**src/rtl/rom_port_arbiter.sv**
```systemverilog
// Shares the program ROM's single combinational read port between instruction fetch (F)
// and constant loads (D); one grant per cycle, registered response one cycle later.
module rom_port_arbiter #(
    parameter int unsigned STARVE_LIMIT = 3,
    parameter int unsigned CNT_WIDTH    = 4,
    parameter int unsigned ADDR_WIDTH   = 16
) (
    input  logic                  clk,
    input  logic                  reset,

    input  logic                  f_valid,
    input  logic [ADDR_WIDTH-1:0] f_addr,
    output logic                  f_ready,
    input  logic                  f_flush,
    output logic                  f_resp_valid,
    output logic [31:0]           f_resp_data,
    output logic                  f_resp_err,

    input  logic                  d_valid,
    input  logic [ADDR_WIDTH-1:0] d_addr,
    output logic                  d_ready,
    output logic                  d_resp_valid,
    output logic [31:0]           d_resp_data,
    output logic                  d_resp_err,

    output logic [ADDR_WIDTH-1:0] rom_address,
    input  logic [31:0]           rom_out
);

    localparam int unsigned DATA_WIDTH = 32;
    localparam logic [CNT_WIDTH-1:0] LIMIT = CNT_WIDTH'(STARVE_LIMIT);

    typedef enum logic [1:0] {
        IDLE   = 2'd0,
        RESP_F = 2'd1,
        RESP_D = 2'd2
    } state_t;

    state_t               state;
    state_t               state_nxt;
    logic [CNT_WIDTH-1:0] starve_cnt;
    logic [CNT_WIDTH-1:0] starve_cnt_nxt;
    logic                 starved;
    logic                 f_misaligned;
    logic                 d_misaligned;

    // A zero limit means fetch always has priority; avoids a constant unsigned compare.
    generate
        if (STARVE_LIMIT == 0) begin : g_strict
            assign starved = 1'b1;
        end else begin : g_limit
            assign starved = (starve_cnt >= LIMIT);
        end
    endgenerate

    assign f_misaligned = |f_addr[1:0];
    assign d_misaligned = |d_addr[1:0];

    // State and starvation counter registers
    always_ff @(posedge clk) begin
        if (reset) begin
            state      <= IDLE;
            starve_cnt <= '0;
        end else begin
            state      <= state_nxt;
            starve_cnt <= starve_cnt_nxt;
        end
    end

    // Grant, address mux, response-valid decode and next state
    always_comb begin
        state_nxt      = IDLE;
        f_ready        = 1'b0;
        d_ready        = 1'b0;
        f_resp_valid   = 1'b0;
        d_resp_valid   = 1'b0;
        rom_address    = f_addr;
        starve_cnt_nxt = '0;

        if (!reset) begin
            f_ready      = f_valid & ~f_flush & (~d_valid | starved);
            d_ready      = d_valid & ~f_ready;
            f_resp_valid = (state == RESP_F) & ~f_flush;
            d_resp_valid = (state == RESP_D);
        end

        if (d_ready) begin
            rom_address = d_addr;
        end

        if (f_ready) begin
            state_nxt = RESP_F;
        end else if (d_ready) begin
            state_nxt = RESP_D;
        end

        // Count cycles a live fetch is held off; saturates at the limit
        if (f_valid && !f_flush && !f_ready) begin
            starve_cnt_nxt = starved ? starve_cnt : starve_cnt + CNT_WIDTH'(1);
        end
    end

    // Response capture; the non-granted port keeps its last word and error flag
    always_ff @(posedge clk) begin
        if (reset) begin
            f_resp_data <= '0;
            f_resp_err  <= 1'b0;
            d_resp_data <= '0;
            d_resp_err  <= 1'b0;
        end else begin
            if (f_ready) begin
                f_resp_data <= f_misaligned ? DATA_WIDTH'(0) : rom_out;
                f_resp_err  <= f_misaligned;
            end
            if (d_ready) begin
                d_resp_data <= d_misaligned ? DATA_WIDTH'(0) : rom_out;
                d_resp_err  <= d_misaligned;
            end
        end
    end

endmodule

```
**config.mk**
```make
export PLATFORM = sky130hd
export DESIGN_NAME = rom_port_arbiter
export DESIGN_NICKNAME = d
export VERILOG_FILES = /design/src/rtl/rom_port_arbiter.sv
export SDC_FILE = /design/constraint.sdc
export NUM_CORES = 1
export LEC_CHECK = 0
export ABC_AREA = 1
export BUFFER_PORTS_ARGS = -buffer_cell sky130_fd_sc_hd__buf_4
export CAP_MARGIN = 15
export CORE_ASPECT_RATIO = 1.75
export CORE_MARGIN = 2
export CORE_UTILIZATION = 41
export CTS_CLUSTER_SIZE = 20
export DETAILED_ROUTE_END_ITERATION = 10
export PLACE_DENSITY = 0.76
export SYNTH_ARGS = -nofsm -noshare
export SYNTH_HDL_FRONTEND = slang
export SYNTH_SLANG_ARGS = --single-unit
```
**constraint.sdc**
```tcl
create_clock -name clk -period 1.3 [get_ports clk]
set_input_delay 0.13 -clock clk [delete_from_list [all_inputs] [get_ports clk]]
set_output_delay 0.13 -clock clk [all_outputs]
set_load 0.01 [all_outputs]
```
# --- Word level (Yosys, flattened, before mapping) ---
# Index checks and enable logic that the tools add are counted.
totals:
  register_bits: 72
  inputBits: 69
  output_inout_bits: 86
  wordCells: 37
op_classes:
  addsub: 1
  magnitude_cmp: 1
  n_eq_ne: 2
  mux: 9
  bitwise: 9
  reduce_logical: 8
op_table:
  columns: ["op", "n"]
  rows:
  - ["$mux 32", 2]
  - ["$mux 16", 1]
  - ["$reduce_or 2->1", 4]
  - ["$mux 1", 5]
  - ["$add 4x1->4 const B", 1]
  - ["$and 1x1->1", 4]
  - ["$ge 4x2->1 const B", 1]
  - ["$not 1->1", 4]
  - ["$eq 2x1->1 const B", 1]
  - ["$eq 2x2->1 const B", 1]
  - ["$logic_and 1x1->1", 2]
  - ["$logic_not 1->1", 2]
  - ["$mux 2", 1]
  - ["$or 1x1->1", 1]

# --- Depth between registers and ports, before layout ---
logic_depth:
  word_depth: 8
  ltp_mapped: 9
  depth_no_buf: 8

# --- Worst setup path after synthesis ---
# No wires, ideal clock.
synth_timing:
  path_kind: "flip-flop to output port"
  from: "register starve_cnt[0]"
  to: "output port rom_address[0]"
  arrival_ns: 1.213
  required_time_ns: 1.170
  setup_slack_ns: -0.043
  stages_incl_launch_ff: 8
  path_buffers: 1
  path_cell_list: "dfxtp_1 -> ha_1 -> inv_1 -> nand3_2 -> nand2_2 -> nand3_4 -> buf_2 -> o21ai_1"
synth_between:
  elab_chain_cells: 7
synth_rtl:
  columns: ["item", "line", "source"]
  rows:
  - ["from (decl)", "41", "logic [CNT_WIDTH-1:0] starve_cnt;"]
  - ["from (signal assigned)", "66", "starve_cnt <= starve_cnt_nxt;"]
  - ["$ge 4x2->1", "52", "assign starved = (starve_cnt >= LIMIT);"]
  - ["$or 1x1->1", "81", "f_ready = f_valid & ~f_flush & (~d_valid | starved);"]
  - ["$and 1x1->1", "81", null]
  - ["$not 1->1", "82", "d_ready = d_valid & ~f_ready;"]
  - ["$and 1x1->1", "82", null]
  - ["$mux 1", "80", "if (!reset) begin"]
  - ["$mux 16", "87", "if (d_ready) begin"]
  - ["to (decl)", "26", "output logic [ADDR_WIDTH-1:0] rom_address,"]
# Every way passes these cells.

# --- Worst setup path after layout ---
layout_timing:
  from: "register starve_cnt[1]"
  to: "output port rom_address[3]"
# The elaborated chain is that of the path after synthesis.

==> impl_metrics.tcl <==
set metrics [dict create \
    hp-class "primary input to flop" \
    peakVddDrop_v 0.000730 \
    synth_area_leader_cell "dfxtp_1" \
    avgSynthCellArea_um2 7.32 \
    n_antenna_cell 0 \
    synth.most_common_cell "nand2_1" \
    cts_hold_buf 0 \
    synth.cell_area_mm2 0.00305 \
    drive_gt1_frac 0.450 \
    arrival_ps 1690 \
    power_frac_clock 0.395 \
    hold_viol 0 \
    fin_ws_ps -520 \
    initial_core_util 0.424 \
    yosysUniqueCellTypes 24 \
    vias 3487 \
    power.total_mw 5.73 \
    clock_path_buffers 2 \
    synth_seq_cells 72 \
    required_ps 1170 \
    place_congestion 0.815 \
    crit_family "simple AND/OR/NAND/NOR gates" \
    rr_worst_depth 12 \
    viasPerCell 5.05 \
    use_met2 0.461 \
    place_area_mm2 0.00439 \
    first_global_vias 3248 \
    synth_edf_count 0 \
    worst_pin_slew_ps 674 \
    setup_viol_count_final 87 \
    drt_iter0_drc 272 \
    met1_usage 0.254 \
    pre_cts_slack_ps -105 \
    cp-start-kind "flop" \
    port_buffers 154 \
    cp_cell_sequence "ha_4 > inv_4 > nand3_4 > nand2_4 > nand3_4 > clkbuf_16 > nand2_2 > nand2_2 > buf_6" \
    final_area_mm2 0.00528 \
    seqPwrFrac 0.411 \
    cp_num_buf_inv 3 \
    slew_headroom 0.550 \
    grt_setup_unrepaired "true" \
    ios 155 \
    drv_cap 0 \
    fmax_mhz 550 \
    fp.dieW_um 69.2 \
    dp_hpwl_mm 7.05 \
    drc 0 \
    switching_share 0.257 \
    antenna_found_initial 0 \
    finalWirelength_mm 11.2 \
    violations "setup timing" \
    hold_path.startpoint "rom_out[1]" \
    grt_usage 0.247 \
    n_fill_cell 553 \
    finalCriticalPeriod_ps 1820 \
    reg2reg_to "f_resp_data[20]" \
    dp.cells 653 \
    endpoint_kind "output pin" \
    wl_per_cell_um 16.3 \
    synthTopCellsByArea "dfxtp_1 47%, nand2_1 15%, nor2_1 8.3%" \
    combPwrFrac 0.194 \
    clkTransAtPathRegs_ps 50 \
    p_per_area_mw_per_mm2 1090 \
    r2r-start "starve_cnt[1]" \
    die_y_um 118 \
    grt_pass1_wl_mm 16.0 \
    final_nets 670 \
    dieArea_mm2 0.00816 \
    crit_type "flop to output pin" \
    drtPass1Iterations 5 \
    power.switching_mw 1.47 \
    async_reset_ff_frac 0 \
    period_share 1.40 \
    min_path_cells 3 \
    clk_latency_ps 330 \
    tritoncts "done" \
    busiest_layer "met2" \
    yosysWarnings 0 \
    core_area_mm2 0.00718 \
    met3_usage 0.0462 \
    stdcell_count 690 \
    syn_to_final_growth_pct 73.2 \
    numCtsBuffers 9 \
    htree_levels 3 \
    synth_top_area_frac 0.473 \
    synth_flop_cell "dfxtp_1" \
    clockRootBuffer "clkbuf_16" \
    grt-ovfl-total 0 \
    slowest_stage "dfxtp_2" \
    status "finished, violations left" \
    syn-instance-count 416 \
    synth_top_cells_by_count "125 x nand2_1, 72 x dfxtp_1, 67 x nor2_1" \
    skew_ps 4.61 \
    slew_violations 0 \
    grt_max_degree 34 \
    crit_path_max_incr_delay_ps 330 \
    rows 41 \
    whs_endpoint "f_resp_data[1]" \
    cts.sinks 72 \
    synth_seq_area_share 0.473 \
    leakage_nw 2.81 \
    worstPathMaxFanout 7 \
    r2r_slack_ps -440 \
    power.internal_mw 4.26 \
    drtAntennaViolNets 0 \
]
[what timing repair did]
action	in CTS	in global routing
setup endpoints to repair	59	87
gates cloned	4	3
gates resized for setup	18	70
buffers inserted	11	4
pin swaps	1	18
[logic make-up (layout without fill, tap and decap cells)]
| group | count (synthesis) | in the layout | share of synthesized area |
|---|---|---|---|
| buf+inv | 59 | 246 | 0.0970 |
| simple gates | 256 | 256 | 0.358 |
| other cells | 1 | 2 | 0.00123 |
| xor+xnor | 1 | 1 | 0.00288 |
| flops | 72 | 72 | 0.473 |
| compound gates | 26 | 26 | 0.0637 |
| fa+ha+maj | 1 | 1 | 0.00411 |
[cell usage in the layout (no fill, tap or decap), types with 6 or more instances in the layout]
cell       synthesis  routed
nand3_2            1      11
nand2_2            2      27
clkbuf_16          0      11
nor2_1            67      66
inv_1             30      29
buf_6              7      26
buf_12             0       6
dfxtp_1           72      70
nand4_1           12      12
buf_4              4     157
o21bai_1          21      20
nand2_1          125      97
nand3_1           45      33
[cell type report]
| cell class | instances | area [um^2] | share of cell area |
|---|---|---|---|
| Timing Repair Buffer | 197 | 1790 | 0.340 |
| Multi-Input combinational cell | 286 | 1520 | 0.288 |
| Inverter | 34 | 140 | 0.0266 |
| Tap cell | 86 | 108 | 0.0204 |
| Sequential cell | 72 | 1440 | 0.274 |
| Clock buffer | 12 | 256 | 0.0486 |
| Clock inverter | 3 | 17.5 | 0.00332 |
[power groups by stage]
stage | Sequential, mW | Clock, mW | Combinational (mW)
floorplan | 2.43 | 0 | 0.351
global placement | 2.40 | 0 | 0.869
detailed placement | 2.40 | 0 | 0.883
CTS | 2.35 | 2.29 | 0.970
global route | 2.36 | 2.37 | 1.19
finish | 2.36 | 2.26 | 1.11
[metal layers]
layer,vias up,share of wire
li1,1672,-
met5,-,0
met1,1623,0.34
met4,0,0.032
met2,165,0.56
met3,27,0.069
[worst register-to-register path: stages (launching register included)]
cell	delay, ps
dfxtp_2	330
ha_4	170
inv_4	60
nand3_4	80
buf_4	140
buf_6	100
buf_6	100
nand3_4	70
inv_4	50
buf_8	140
bufbuf_16	270
nand3_1	60
nand2_1	50
[flip-flops by register name (all words and copies together) (netlist names)]
| signal | count |
|---|---|
| d_resp_data | 32 |
| d_resp_err | 1 |
| f_resp_data | 32 |
| f_resp_err | 1 |
| starve_cnt | 4 |
| state | 2 |
[worst max path at each step]
stage	depth (start not counted)	slack [ps]	from	end
floorplan	7	-30	starve_cnt[0]	rom_address[0]
global placement	9	-50	starve_cnt[0]	rom_address[10]
detailed placement	9	-110	starve_cnt[0]	rom_address[1]
CTS	9	-440	starve_cnt[0]	rom_address[1]
global route	8	-580	starve_cnt[1]	rom_address[0]
finish	9	-520	starve_cnt[1]	rom_address[3]
[stage by stage]
| step | setup TNS (ps) | util | hold slack (ps) |
|---|---|---|---|
| finish | -27180 | 0.734 | 21.1 |
| global route | -32210 | 0.734 | 35.6 |
| CTS | -18500 | 0.687 | 16.9 |
| detailed placement | -2720 | 0.611 | 360 |
| global placement | -838 | 0.611 | 358 |
| floorplan | -64.0 | - | 261 |
Power figures use the tool's default switching activity.
